`src/rtl/alu_issue_stage_if.sv`:
```
`default_nettype none
// ============================================================================
//  Module      : alu_issue_stage_if
//  Description : ID-side inputs, forwarding taps and ID/EX register outputs
//                of the ALU issue stage.
//  Revision    : 1.0
// ============================================================================
interface alu_issue_stage_if;
    logic        id_valid;
    logic [31:0] id_inst;
    logic [31:0] id_pc;
    logic [31:0] id_rs1_data;
    logic [31:0] id_rs2_data;
    logic        mem_fwd_en;
    logic [4:0]  mem_fwd_rd;
    logic [31:0] mem_fwd_data;
    logic        wb_fwd_en;
    logic [4:0]  wb_fwd_rd;
    logic [31:0] wb_fwd_data;
    logic        ex_stall;
    logic        flush;
    logic        id_stall;
    logic        ex_valid;
    logic [4:0]  ex_alu_ctrl;
    logic [31:0] ex_src_a;
    logic [31:0] ex_src_b;
    logic [31:0] ex_store_data;
    logic [31:0] ex_pc;
    logic [31:0] ex_branch_target;
    logic [4:0]  ex_rd;
    logic [2:0]  ex_funct3;
    logic        ex_reg_write;
    logic        ex_mem_read;
    logic        ex_mem_write;
    logic        ex_is_branch;
    logic        ex_is_jal;
    logic        ex_is_jalr;
    logic        ex_illegal;

    modport master (
        output id_valid, id_inst, id_pc, id_rs1_data, id_rs2_data,
               mem_fwd_en, mem_fwd_rd, mem_fwd_data,
               wb_fwd_en, wb_fwd_rd, wb_fwd_data, ex_stall, flush,
        input  id_stall, ex_valid, ex_alu_ctrl, ex_src_a, ex_src_b,
               ex_store_data, ex_pc, ex_branch_target, ex_rd, ex_funct3,
               ex_reg_write, ex_mem_read, ex_mem_write, ex_is_branch,
               ex_is_jal, ex_is_jalr, ex_illegal
    );

    modport slave (
        input  id_valid, id_inst, id_pc, id_rs1_data, id_rs2_data,
               mem_fwd_en, mem_fwd_rd, mem_fwd_data,
               wb_fwd_en, wb_fwd_rd, wb_fwd_data, ex_stall, flush,
        output id_stall, ex_valid, ex_alu_ctrl, ex_src_a, ex_src_b,
               ex_store_data, ex_pc, ex_branch_target, ex_rd, ex_funct3,
               ex_reg_write, ex_mem_read, ex_mem_write, ex_is_branch,
               ex_is_jal, ex_is_jalr, ex_illegal
    );
endinterface
`default_nettype wire

```
`src/rtl/alu_issue_stage.sv`:
```
`default_nettype none
// ============================================================================
//  Module      : alu_issue_stage
//  Description : RV32I ID/EX issue stage - decode, forwarding, load-use
//                detection and the ID/EX pipeline register.
//  Revision    : 1.0
// ============================================================================
module alu_issue_stage (
    input  logic              clk,
    input  logic              rst,
    alu_issue_stage_if.slave  bus
);
    localparam logic [6:0] OPC_OP     = 7'b0110011;
    localparam logic [6:0] OPC_OPIMM  = 7'b0010011;
    localparam logic [6:0] OPC_LOAD   = 7'b0000011;
    localparam logic [6:0] OPC_STORE  = 7'b0100011;
    localparam logic [6:0] OPC_BRANCH = 7'b1100011;
    localparam logic [6:0] OPC_LUI    = 7'b0110111;
    localparam logic [6:0] OPC_AUIPC  = 7'b0010111;
    localparam logic [6:0] OPC_JAL    = 7'b1101111;
    localparam logic [6:0] OPC_JALR   = 7'b1100111;

    localparam logic [4:0] ALU_ADD  = 5'd0;
    localparam logic [4:0] ALU_SUB  = 5'd1;
    localparam logic [4:0] ALU_SLL  = 5'd2;
    localparam logic [4:0] ALU_SLT  = 5'd3;
    localparam logic [4:0] ALU_SLTU = 5'd4;
    localparam logic [4:0] ALU_XOR  = 5'd5;
    localparam logic [4:0] ALU_SRL  = 5'd6;
    localparam logic [4:0] ALU_SRA  = 5'd7;
    localparam logic [4:0] ALU_OR   = 5'd8;
    localparam logic [4:0] ALU_AND  = 5'd9;
    localparam logic [4:0] ALU_BEQ  = 5'd10;
    localparam logic [4:0] ALU_BNE  = 5'd11;
    localparam logic [4:0] ALU_BLT  = 5'd12;
    localparam logic [4:0] ALU_BGE  = 5'd13;
    localparam logic [4:0] ALU_BLTU = 5'd14;
    localparam logic [4:0] ALU_BGEU = 5'd15;
    localparam logic [4:0] ALU_PASS = 5'd16;
    localparam logic [4:0] ALU_JALR = 5'd17;

    logic [31:0] w_inst;
    logic [6:0]  w_opc;
    logic [4:0]  w_rd, w_rs1, w_rs2;
    logic [2:0]  w_f3;
    logic        w_alt;
    logic [31:0] w_imm_i, w_imm_s, w_imm_b, w_imm_u, w_imm_j;
    logic [31:0] w_rs1_val, w_rs2_val;

    assign w_inst  = bus.id_inst;
    assign w_opc   = w_inst[6:0];
    assign w_rd    = w_inst[11:7];
    assign w_f3    = w_inst[14:12];
    assign w_rs1   = w_inst[19:15];
    assign w_rs2   = w_inst[24:20];
    assign w_alt   = w_inst[30];
    assign w_imm_i = {{20{w_inst[31]}}, w_inst[31:20]};
    assign w_imm_s = {{20{w_inst[31]}}, w_inst[31:25], w_inst[11:7]};
    assign w_imm_b = {{19{w_inst[31]}}, w_inst[31], w_inst[7], w_inst[30:25], w_inst[11:8], 1'b0};
    assign w_imm_u = {w_inst[31:12], 12'd0};
    assign w_imm_j = {{11{w_inst[31]}}, w_inst[31], w_inst[19:12], w_inst[20], w_inst[30:21], 1'b0};

    // The EX/MEM result is younger than MEM/WB, so it takes precedence.
    always_comb begin
        w_rs1_val = bus.id_rs1_data;
        if (w_rs1 == 5'd0)
            w_rs1_val = '0;
        else if (bus.mem_fwd_en && bus.mem_fwd_rd == w_rs1)
            w_rs1_val = bus.mem_fwd_data;
        else if (bus.wb_fwd_en && bus.wb_fwd_rd == w_rs1)
            w_rs1_val = bus.wb_fwd_data;
    end

    always_comb begin
        w_rs2_val = bus.id_rs2_data;
        if (w_rs2 == 5'd0)
            w_rs2_val = '0;
        else if (bus.mem_fwd_en && bus.mem_fwd_rd == w_rs2)
            w_rs2_val = bus.mem_fwd_data;
        else if (bus.wb_fwd_en && bus.wb_fwd_rd == w_rs2)
            w_rs2_val = bus.wb_fwd_data;
    end

    logic [4:0]  w_ctrl;
    logic [31:0] w_a, w_b, w_sd, w_tgt;
    logic [4:0]  w_dst;
    logic        w_rw, w_mr, w_mw, w_br, w_jal, w_jalr, w_ill;
    logic        w_use_rs1, w_use_rs2;

    always_comb begin
        w_ctrl    = ALU_ADD;
        w_a       = '0;
        w_b       = '0;
        w_sd      = '0;
        w_tgt     = '0;
        w_dst     = '0;
        w_rw      = 1'b0;
        w_mr      = 1'b0;
        w_mw      = 1'b0;
        w_br      = 1'b0;
        w_jal     = 1'b0;
        w_jalr    = 1'b0;
        w_ill     = 1'b0;
        w_use_rs1 = 1'b0;
        w_use_rs2 = 1'b0;
        case (w_opc)
            OPC_OP, OPC_OPIMM: begin
                w_use_rs1 = 1'b1;
                w_use_rs2 = (w_opc == OPC_OP);
                w_a       = w_rs1_val;
                w_dst     = w_rd;
                w_rw      = 1'b1;
                if (w_opc == OPC_OP)
                    w_b = w_rs2_val;
                else if (w_f3 == 3'b001 || w_f3 == 3'b101)
                    w_b = {27'd0, w_inst[24:20]};
                else
                    w_b = w_imm_i;
                case (w_f3)
                    3'b000:  w_ctrl = (w_alt && w_opc == OPC_OP) ? ALU_SUB : ALU_ADD;
                    3'b001:  w_ctrl = ALU_SLL;
                    3'b010:  w_ctrl = ALU_SLT;
                    3'b011:  w_ctrl = ALU_SLTU;
                    3'b100:  w_ctrl = ALU_XOR;
                    3'b101:  w_ctrl = w_alt ? ALU_SRA : ALU_SRL;
                    3'b110:  w_ctrl = ALU_OR;
                    default: w_ctrl = ALU_AND;
                endcase
            end
            OPC_LOAD: begin
                w_use_rs1 = 1'b1;
                w_a       = w_rs1_val;
                w_b       = w_imm_i;
                w_dst     = w_rd;
                w_rw      = 1'b1;
                w_mr      = 1'b1;
            end
            OPC_STORE: begin
                w_use_rs1 = 1'b1;
                w_use_rs2 = 1'b1;
                w_a       = w_rs1_val;
                w_b       = w_imm_s;
                w_sd      = w_rs2_val;
                w_mw      = 1'b1;
            end
            OPC_BRANCH: begin
                w_use_rs1 = 1'b1;
                w_use_rs2 = 1'b1;
                case (w_f3)
                    3'b000:  w_ctrl = ALU_BEQ;
                    3'b001:  w_ctrl = ALU_BNE;
                    3'b100:  w_ctrl = ALU_BLT;
                    3'b101:  w_ctrl = ALU_BGE;
                    3'b110:  w_ctrl = ALU_BLTU;
                    3'b111:  w_ctrl = ALU_BGEU;
                    default: w_ill  = 1'b1;
                endcase
                if (!w_ill) begin
                    w_a   = w_rs1_val;
                    w_b   = w_rs2_val;
                    w_tgt = bus.id_pc + w_imm_b;
                    w_br  = 1'b1;
                end
            end
            OPC_LUI: begin
                w_ctrl = ALU_PASS;
                w_b    = w_imm_u;
                w_dst  = w_rd;
                w_rw   = 1'b1;
            end
            OPC_AUIPC: begin
                w_a   = bus.id_pc;
                w_b   = w_imm_u;
                w_dst = w_rd;
                w_rw  = 1'b1;
            end
            OPC_JAL: begin
                w_a   = bus.id_pc;
                w_b   = 32'd4;
                w_tgt = bus.id_pc + w_imm_j;
                w_dst = w_rd;
                w_rw  = 1'b1;
                w_jal = 1'b1;
            end
            OPC_JALR: begin
                w_use_rs1 = 1'b1;
                w_ctrl    = ALU_JALR;
                w_a       = w_rs1_val;
                w_b       = w_imm_i;
                w_dst     = w_rd;
                w_rw      = 1'b1;
                w_jalr    = 1'b1;
            end
            default: w_ill = 1'b1;
        endcase
        if (w_rd == 5'd0)
            w_rw = 1'b0;
    end

    logic w_load_use;
    logic w_bubble;

    assign w_load_use = bus.id_valid && bus.ex_valid && bus.ex_mem_read && (bus.ex_rd != 5'd0)
                        && ((w_use_rs1 && w_rs1 == bus.ex_rd) || (w_use_rs2 && w_rs2 == bus.ex_rd));

    assign bus.id_stall = !bus.flush && (bus.ex_stall || w_load_use);

    // Flush overrides a downstream hold; otherwise a hold freezes the register.
    assign w_bubble = bus.flush || (!bus.ex_stall && (w_load_use || !bus.id_valid));

    always_ff @(posedge clk) begin
        if (rst || w_bubble) begin
            bus.ex_valid         <= 1'b0;
            bus.ex_alu_ctrl      <= '0;
            bus.ex_src_a         <= '0;
            bus.ex_src_b         <= '0;
            bus.ex_store_data    <= '0;
            bus.ex_pc            <= '0;
            bus.ex_branch_target <= '0;
            bus.ex_rd            <= '0;
            bus.ex_funct3        <= '0;
            bus.ex_reg_write     <= 1'b0;
            bus.ex_mem_read      <= 1'b0;
            bus.ex_mem_write     <= 1'b0;
            bus.ex_is_branch     <= 1'b0;
            bus.ex_is_jal        <= 1'b0;
            bus.ex_is_jalr       <= 1'b0;
            bus.ex_illegal       <= 1'b0;
        end else if (!bus.ex_stall) begin
            bus.ex_valid         <= 1'b1;
            bus.ex_alu_ctrl      <= w_ctrl;
            bus.ex_src_a         <= w_a;
            bus.ex_src_b         <= w_b;
            bus.ex_store_data    <= w_sd;
            bus.ex_pc            <= bus.id_pc;
            bus.ex_branch_target <= w_tgt;
            bus.ex_rd            <= w_dst;
            bus.ex_funct3        <= w_f3;
            bus.ex_reg_write     <= w_rw;
            bus.ex_mem_read      <= w_mr;
            bus.ex_mem_write     <= w_mw;
            bus.ex_is_branch     <= w_br;
            bus.ex_is_jal        <= w_jal;
            bus.ex_is_jalr       <= w_jalr;
            bus.ex_illegal       <= w_ill;
        end
    end
endmodule
`default_nettype wire
```
`src/flat_wrapper.sv`:
```
// flat-port wrapper written by rule: the top's interface ports become plain ports
module alu_issue_stage_flat 
  (clk, rst, bus_id_valid, bus_id_inst, bus_id_pc, bus_id_rs1_data, bus_id_rs2_data, bus_mem_fwd_en, bus_mem_fwd_rd, bus_mem_fwd_data, bus_wb_fwd_en, bus_wb_fwd_rd, bus_wb_fwd_data, bus_ex_stall, bus_flush, bus_id_stall, bus_ex_valid, bus_ex_alu_ctrl, bus_ex_src_a, bus_ex_src_b, bus_ex_store_data, bus_ex_pc, bus_ex_branch_target, bus_ex_rd, bus_ex_funct3, bus_ex_reg_write, bus_ex_mem_read, bus_ex_mem_write, bus_ex_is_branch, bus_ex_is_jal, bus_ex_is_jalr, bus_ex_illegal);
  alu_issue_stage_if bus_i ();
  input  logic clk;
  input  logic rst;
  input wire logic [$bits(bus_i.id_valid)-1:0] bus_id_valid;
  input wire logic [$bits(bus_i.id_inst)-1:0] bus_id_inst;
  input wire logic [$bits(bus_i.id_pc)-1:0] bus_id_pc;
  input wire logic [$bits(bus_i.id_rs1_data)-1:0] bus_id_rs1_data;
  input wire logic [$bits(bus_i.id_rs2_data)-1:0] bus_id_rs2_data;
  input wire logic [$bits(bus_i.mem_fwd_en)-1:0] bus_mem_fwd_en;
  input wire logic [$bits(bus_i.mem_fwd_rd)-1:0] bus_mem_fwd_rd;
  input wire logic [$bits(bus_i.mem_fwd_data)-1:0] bus_mem_fwd_data;
  input wire logic [$bits(bus_i.wb_fwd_en)-1:0] bus_wb_fwd_en;
  input wire logic [$bits(bus_i.wb_fwd_rd)-1:0] bus_wb_fwd_rd;
  input wire logic [$bits(bus_i.wb_fwd_data)-1:0] bus_wb_fwd_data;
  input wire logic [$bits(bus_i.ex_stall)-1:0] bus_ex_stall;
  input wire logic [$bits(bus_i.flush)-1:0] bus_flush;
  output wire logic [$bits(bus_i.id_stall)-1:0] bus_id_stall;
  output wire logic [$bits(bus_i.ex_valid)-1:0] bus_ex_valid;
  output wire logic [$bits(bus_i.ex_alu_ctrl)-1:0] bus_ex_alu_ctrl;
  output wire logic [$bits(bus_i.ex_src_a)-1:0] bus_ex_src_a;
  output wire logic [$bits(bus_i.ex_src_b)-1:0] bus_ex_src_b;
  output wire logic [$bits(bus_i.ex_store_data)-1:0] bus_ex_store_data;
  output wire logic [$bits(bus_i.ex_pc)-1:0] bus_ex_pc;
  output wire logic [$bits(bus_i.ex_branch_target)-1:0] bus_ex_branch_target;
  output wire logic [$bits(bus_i.ex_rd)-1:0] bus_ex_rd;
  output wire logic [$bits(bus_i.ex_funct3)-1:0] bus_ex_funct3;
  output wire logic [$bits(bus_i.ex_reg_write)-1:0] bus_ex_reg_write;
  output wire logic [$bits(bus_i.ex_mem_read)-1:0] bus_ex_mem_read;
  output wire logic [$bits(bus_i.ex_mem_write)-1:0] bus_ex_mem_write;
  output wire logic [$bits(bus_i.ex_is_branch)-1:0] bus_ex_is_branch;
  output wire logic [$bits(bus_i.ex_is_jal)-1:0] bus_ex_is_jal;
  output wire logic [$bits(bus_i.ex_is_jalr)-1:0] bus_ex_is_jalr;
  output wire logic [$bits(bus_i.ex_illegal)-1:0] bus_ex_illegal;
  assign bus_i.id_valid = bus_id_valid;
  assign bus_i.id_inst = bus_id_inst;
  assign bus_i.id_pc = bus_id_pc;
  assign bus_i.id_rs1_data = bus_id_rs1_data;
  assign bus_i.id_rs2_data = bus_id_rs2_data;
  assign bus_i.mem_fwd_en = bus_mem_fwd_en;
  assign bus_i.mem_fwd_rd = bus_mem_fwd_rd;
  assign bus_i.mem_fwd_data = bus_mem_fwd_data;
  assign bus_i.wb_fwd_en = bus_wb_fwd_en;
  assign bus_i.wb_fwd_rd = bus_wb_fwd_rd;
  assign bus_i.wb_fwd_data = bus_wb_fwd_data;
  assign bus_i.ex_stall = bus_ex_stall;
  assign bus_i.flush = bus_flush;
  assign bus_id_stall = bus_i.id_stall;
  assign bus_ex_valid = bus_i.ex_valid;
  assign bus_ex_alu_ctrl = bus_i.ex_alu_ctrl;
  assign bus_ex_src_a = bus_i.ex_src_a;
  assign bus_ex_src_b = bus_i.ex_src_b;
  assign bus_ex_store_data = bus_i.ex_store_data;
  assign bus_ex_pc = bus_i.ex_pc;
  assign bus_ex_branch_target = bus_i.ex_branch_target;
  assign bus_ex_rd = bus_i.ex_rd;
  assign bus_ex_funct3 = bus_i.ex_funct3;
  assign bus_ex_reg_write = bus_i.ex_reg_write;
  assign bus_ex_mem_read = bus_i.ex_mem_read;
  assign bus_ex_mem_write = bus_i.ex_mem_write;
  assign bus_ex_is_branch = bus_i.ex_is_branch;
  assign bus_ex_is_jal = bus_i.ex_is_jal;
  assign bus_ex_is_jalr = bus_i.ex_is_jalr;
  assign bus_ex_illegal = bus_i.ex_illegal;
  alu_issue_stage u_core (.clk(clk), .rst(rst), .bus(bus_i));
endmodule
```
`config.mk`:
```
export PLATFORM = sky130hd
export DESIGN_NAME = alu_issue_stage_flat
export DESIGN_NICKNAME = d
export VERILOG_FILES = /design/src/rtl/alu_issue_stage_if.sv /design/src/rtl/alu_issue_stage.sv /design/src/flat_wrapper.sv
export SDC_FILE = /design/constraint.sdc
export NUM_CORES = 1
export LEC_CHECK = 0
export ABC_AREA = 0
export CAP_MARGIN = 15
export CORE_MARGIN = 8
export CORE_UTILIZATION = 30
export DETAILED_ROUTE_END_ITERATION = 10
export PLACE_DENSITY_LB_ADDON = 0.2
export REMOVE_ABC_BUFFERS = 1
export SLEW_MARGIN = 20
export SYNTH_ARGS = -nofsm -noshare
export SYNTH_HDL_FRONTEND = slang
export SYNTH_SLANG_ARGS = --single-unit
```
`constraint.sdc`:
```
create_clock -name clk -period 2.5 [get_ports clk]
set_clock_uncertainty 0.05 [all_clocks]
set_input_delay 0.25 -clock clk [delete_from_list [all_inputs] [get_ports clk]]
set_output_delay 0.25 -clock clk [all_outputs]
set_load 0.05 [all_outputs]
```
* After elaboration in Yosys (flattened, before gate mapping) *
Index checks and enable logic that the tools add are counted.

operators by class
  muxes and demuxes = 34
  $add $sub $neg = 2
  eq/ne operators = 22
  reduce and logical (&&, ||, !) cells = 37

operator list
  cell                                            count
  2-to-1 mux 32 bit                               12
  one-hot mux 32 bit (6 select lines)             1
  one-hot mux 32 bit (3 select lines)             1
  adder 32 bit                                    2
  one-hot mux 32 bit (2 select lines)             1
  one-hot mux 5 bit (7 select lines)              1
  == test 5 bit                                   6
  one-hot mux 4 bit (6 select lines)              1
  == test 7 x 6 -> 1 bit (second input constant)  3
  == test 7 bit (second input constant)           3
  one-hot mux 5 bit (4 select lines)              1
  zero test 5 bit                                 3
  == test 7 x 5 -> 1 bit (second input constant)  2
  logical AND 1 bit                               13
  2-to-1 mux 1 bit                                13
  == test 3 bit (second input constant)           4
  OR reduction 6 bit                              2
  OR reduction 2 bit                              5
  OR reduction 8 bit                              1
  == test 7 x 2 -> 1 bit (second input constant)  1
  OR reduction 7 bit                              1
  == test 3 x 2 -> 1 bit (second input constant)  2
  logical OR 1 bit                                6
  2-to-1 mux 5 bit                                1
  other kinds (6)                                 9

word-level totals
  flip-flop bits (word level) = 181
  bits of input ports = 209
  output and inout port bits = 182
  word-level logic and storage cells = 111

* Longest topological paths before layout *
  depth after elaboration = 10
  mapped depth = 12

* Worst setup path after synthesis *
Ideal clock, no wire load.

  path kind = input to register
  start point = in bus_id_pc[1]
  end point = reg u_core.bus.ex_branch_target[25] in the netlist's numbering
  slack = -0.279 ns
  cell stages on the path = 11
  data required time = 2.316 ns
  arrival = 2.595 ns
  buffers on the path = 0
  cell sequence = ha_1 > fa_1 > a21o_1 > a21oi_1 > o21ai_1 > a311oi_1 > o41ai_2 > nor2b_1 > a31oi_1 > xor2_1 > o221ai_1

on the way
  word-level cells in the longest chain between the ends = 3
  elaborated cells on any way between the ends = 4

ends and longest elaborated chain
  what                                   line                      text
  start, declared                        flat_wrapper.sv:9         input wire logic [$bits(bus_i.id_pc)-1:0] bus_id_pc;
  adder 32 bit                           alu_issue_stage.sv:161    w_tgt = bus.id_pc + w_imm_b;
  2-to-1 mux 32 bit                      alu_issue_stage.sv:158    if (!w_ill) begin
  one-hot mux 32 bit (2 select lines) *  alu_issue_stage.sv:106    case (w_opc)
  end signal, assigned                   alu_issue_stage.sv:236    bus.ex_branch_target <= w_tgt;
  end, declared                          alu_issue_stage_if.sv:55  ex_store_data, ex_pc, ex_branch_target, ex_rd, ex_funct3,

Mark *: on every way between the ends. The rest lies on a longest branch, timed or not.
A chain may end at the register's enable or synchronous reset.

* Final worst setup path *
  start point = in bus_id_inst[20]
  end point = out bus_id_stall

on the way
  word-level cells in the longest chain between the ends = 6

ends and longest elaborated chain
  what               line                    text
  start, declared    flat_wrapper.sv:8       input wire logic [$bits(bus_i.id_inst)-1:0] bus_id_inst;
  == test 5 bit      alu_issue_stage.sv:204  && ((w_use_rs1 && w_rs1 == bus.ex_rd) || (w_use_rs2 && w_rs2 == bus.ex_rd));
  logical AND 1 bit  alu_issue_stage.sv:204
  logical OR 1 bit   alu_issue_stage.sv:204
  logical AND 1 bit  alu_issue_stage.sv:204
  logical OR 1 bit   alu_issue_stage.sv:206  assign bus.id_stall = !bus.flush && (bus.ex_stall || w_load_use);
  logical AND 1 bit  alu_issue_stage.sv:206
  end, declared      flat_wrapper.sv:20      output wire logic [$bits(bus_i.id_stall)-1:0] bus_id_stall;

No other way between the ends.

==> flow_metrics.tcl <==
set metrics [dict create \
    io_buffers 390 \
    number_of_synthesized_register_bits 181 \
    cellPowerDensity_mw_per_mm2 406 \
    globalRouteTotalUtil_pct 25.2 \
    syn2layout_area_growth_pct 71.5 \
    worstReg2RegEnd "u_core.bus.ex_branch_target[21]" \
    grt_remaining_overflow 0 \
    ys.flop_type "sky130_fd_sc_hd__dfxtp_1" \
    layout_min_cycle_time_ns 2.57 \
    holdCritPathClass "input pin to flip-flop" \
    final_cell_mix "sky130_fd_sc_hd__clkdlybuf4s50_1, sky130_fd_sc_hd__buf_4, sky130_fd_sc_hd__nand2_1" \
    cts.path.max_buffers 2 \
    relative_contribution_of_combinational_cells_to_total_power_pct 29.8 \
    finalSetupViolCount 2 \
    dr_wl_met2_mm 29.9 \
    firstDrtPassIters 7 \
    hold_path.startpoint "bus_id_pc[2]" \
    synth_cells 1532 \
    cts.htree.levels 4 \
    layout_commonest_cell "sky130_fd_sc_hd__clkdlybuf4s50_1" \
    fin_ws_ns -0.0731 \
    synth_enable_flop_cells 0 \
    clk_pin_slew_worst_paths_ns 0.07 \
    timing_worst_slew_pin_value_ns 0.638 \
    wl_met1_mm 25.7 \
    maxClockFrequency_mhz 389 \
    io-pin-count 391 \
    drtIter0Drc 1102 \
    place_area_mm2 0.0186 \
    mean_routed_wirelength_per_cell_um 22.8 \
    slew_headroom_pct 57.3 \
    ctsRootBufferMaster "sky130_fd_sc_hd__clkbuf_16" \
    place_worst_setup_slack_ns -1.23 \
    async_reset_ff_share_pct 0 \
    dr.max_layer_used "met5" \
    timing_hold_violations_final 0 \
    std_cell_rows 72 \
    power.share.sequential_pct 35.3 \
    grt_antenna_before_repair 10 \
    setup_tns_ns -0.0750 \
    largest_net_degree_at_the_start_of_global_routing 70 \
    cts-buffers-inserted 17 \
    synth_seq_area_share_pct 30.6 \
    power_switching_share_pct 31.3 \
    grt_setup_unrepaired "yes" \
    min_delay_path_depth 3 \
    pwr-share-clk_pct 34.9 \
    place_congestion 0.894 \
    clock_latency_ns 0.46 \
    synth.lib_cells_used.distinct 73 \
    routed_wl_mm 61.8 \
    die_h_um 215 \
    postRouteAntennaNets 0 \
    post-route-util_pct 52.2 \
    holdWs_ns 0.118 \
    mappedNetlistArea_mm2 0.0118 \
    timing.critical_path.to "bus_id_stall" \
    synth_top_cell_by_area "sky130_fd_sc_hd__dfxtp_1" \
    failed_checks "negative setup slack" \
    routed_vias 14400 \
    cts_tree "built" \
    post-dp-hpwl_mm 47.9 \
    fp.dieArea_mm2 0.0460 \
    synth_area_per_cell_um2 7.72 \
    layout-drive-gt1-share_pct 23.8 \
    data_required_time_at_the_worst_endpoint_ns 2.20 \
    path_max_fanout 6 \
    final_min_period_over_clock_period_pct 103 \
    timing_max_transition_violations_final 0 \
    met3_wirelength_mm 4.21 \
    intPower_mw 5.66 \
    synth.top_cell.area_share_pct 30.6 \
    final_nets 2426 \
    cts_num_sinks 181 \
    cp-startpoint "bus_id_inst[20]" \
    via_per_inst 5.32 \
    ys_warn_count 0 \
    net-switching-power_mw 2.58 \
    fp.coreArea_mm2 0.0388 \
    ff2ff_setup_slack_ns 0 \
    crit_type "input pin to output pin" \
    initial_utilization_pct 30.5 \
    design_area_mm2 0.0203 \
    grt_pass1_vias 14500 \
    netlist_top_cells_area "sky130_fd_sc_hd__dfxtp_1, sky130_fd_sc_hd__mux2i_1, sky130_fd_sc_hd__a21oi_1" \
    cp.arrival_ns 2.27 \
    drv_cap 0 \
    timing.rr.start "u_core.bus.ex_rd[0]" \
    first_pass_grt_wire_length_mm 89.3 \
    post-route-drc-count 0 \
    leakagePower_nw 7.89 \
    die_x_um 215 \
    cp-start-kind "input pin" \
    r2r_cells 9 \
    outcome "complete, but fails checks" \
    timing.critical_path.to_type "output pin" \
    vdd_drop_max_uv 504 \
]
final cells by class:
cell class / instances / area (um^2)
Antenna cell: 6 / 15.0
Clock buffer: 20 / 457
Clock inverter: 12 / 141
Fill cell: 3693 / 18500
Inverter: 13 / 48.8
Multi-Input combinational cell: 1215 / 8370
Sequential cell: 181 / 3630
Tap cell: 518 / 648
Timing Repair Buffer: 744 / 6970
what timing repair did:
item | in CTS | in global routing
gates cloned | 0 | 2
resized for setup | 117 | 94
setup endpoints to repair | 21 | 89
buffers inserted | 25 | 11
pin swaps | 35 | 49
hold buffers | 0 | 0
synth_stat cells (5+ instances only):
library cell,instances
sky130_fd_sc_hd__o21a_1,7
sky130_fd_sc_hd__o2111ai_1,36
sky130_fd_sc_hd__o22ai_1,15
sky130_fd_sc_hd__a222oi_1,12
sky130_fd_sc_hd__and2_1,5
sky130_fd_sc_hd__nand2_1,197
sky130_fd_sc_hd__and3_1,14
sky130_fd_sc_hd__mux2i_1,101
sky130_fd_sc_hd__clkbuf_1,78
sky130_fd_sc_hd__nor4_1,12
sky130_fd_sc_hd__a22oi_1,56
sky130_fd_sc_hd__xor2_1,40
sky130_fd_sc_hd__o21ai_0,97
sky130_fd_sc_hd__o221ai_1,6
sky130_fd_sc_hd__nand3_1,22
sky130_fd_sc_hd__inv_1,13
sky130_fd_sc_hd__xnor2_1,29
sky130_fd_sc_hd__nor2_1,170
sky130_fd_sc_hd__dfxtp_1,181
sky130_fd_sc_hd__nor2b_1,10
sky130_fd_sc_hd__a21oi_1,168
sky130_fd_sc_hd__a31oi_1,7
sky130_fd_sc_hd__a211oi_1,17
sky130_fd_sc_hd__a21o_1,31
sky130_fd_sc_hd__a221o_1,5
sky130_fd_sc_hd__or4_1,6
sky130_fd_sc_hd__o21ai_1,8
sky130_fd_sc_hd__nor3_1,15
sky130_fd_sc_hd__buf_2,33
sky130_fd_sc_hd__a22o_1,6
sky130_fd_sc_hd__o211ai_1,12
sky130_fd_sc_hd__buf_1,9
sky130_fd_sc_hd__ha_1,43
worst min-delay path by stage:
stage	endpoint	slack [ns]
global route	u_core.bus.ex_pc[2]	0.11
floorplan	u_core.bus.ex_valid	0.29
global placement	u_core.bus.ex_store_data[24]	0.40
finish	u_core.bus.ex_pc[2]	0.12
detailed placement	u_core.bus.ex_store_data[19]	0.40
CTS	u_core.bus.ex_branch_target[31]	0.13
sequential cells by signal, indices dropped and copies added, names as in the netlist:
signal,cells
u_core.bus.ex_branch_target,32
u_core.bus.ex_pc,32
u_core.bus.ex_src_a,32
u_core.bus.ex_src_b,32
u_core.bus.ex_store_data,32
u_core.bus.ex_alu_ctrl,5
u_core.bus.ex_rd,5
u_core.bus.ex_funct3,3
u_core.bus.ex_illegal,1
u_core.bus.ex_is_branch,1
u_core.bus.ex_is_jal,1
u_core.bus.ex_is_jalr,1
u_core.bus.ex_mem_read,1
u_core.bus.ex_mem_write,1
u_core.bus.ex_reg_write,1
u_core.bus.ex_valid,1
per-layer routing:
metal,track usage (%),vias up
met5,1.29,-
met1,30.3,6923
met4,10.4,8
met2,42.2,487
li1,-,6909
met3,6.35,90
power groups by stage:
stage / logic (mW) / registers (mW) / clock network (mW)
after detailed placement: 2.18 / 2.98 / 0
after global routing: 2.62 / 2.91 / 3.04
after global placement: 2.15 / 2.98 / 0
after floorplan: 0.829 / 3.05 / 0
after CTS: 2.32 / 2.91 / 2.94
final: 2.46 / 2.91 / 2.87
metrics by stage:
stage | std cells | total power [mW]
floorplan | 1409 | 3.88
global placement | 2635 | 5.13
detailed placement | 2635 | 5.16
CTS | 2691 | 8.17
global route | 2708 | 8.57
finish | 2709 | 8.24
cells by family after synthesis:
family,count (synthesis),share of synthesized area (%)
adders and majority gates,45,4.89
buffers and inverters,136,4.79
and+or+nand+nor,477,17.5
AOI/OAI and AO/OA,523,28.5
DFF,181,30.6
xor gates and xnor gates,69,5.11
muxes,101,8.55
worst max-delay path, stage by stage:
cell and delay, ns:
sky130_fd_sc_hd__clkdlybuf4s50_1 0.53, sky130_fd_sc_hd__buf_4 0.24, sky130_fd_sc_hd__xor2_1 0.09, sky130_fd_sc_hd__nor4_1 0.26, sky130_fd_sc_hd__nand4_1 0.20, sky130_fd_sc_hd__a21oi_4 0.24
sky130_fd_sc_hd__buf_6 0.14, sky130_fd_sc_hd__a21oi_4 0.05, sky130_fd_sc_hd__nor2_4 0.12, sky130_fd_sc_hd__buf_12 0.14
No activity file was read; power rests on OpenSTA's default activity.
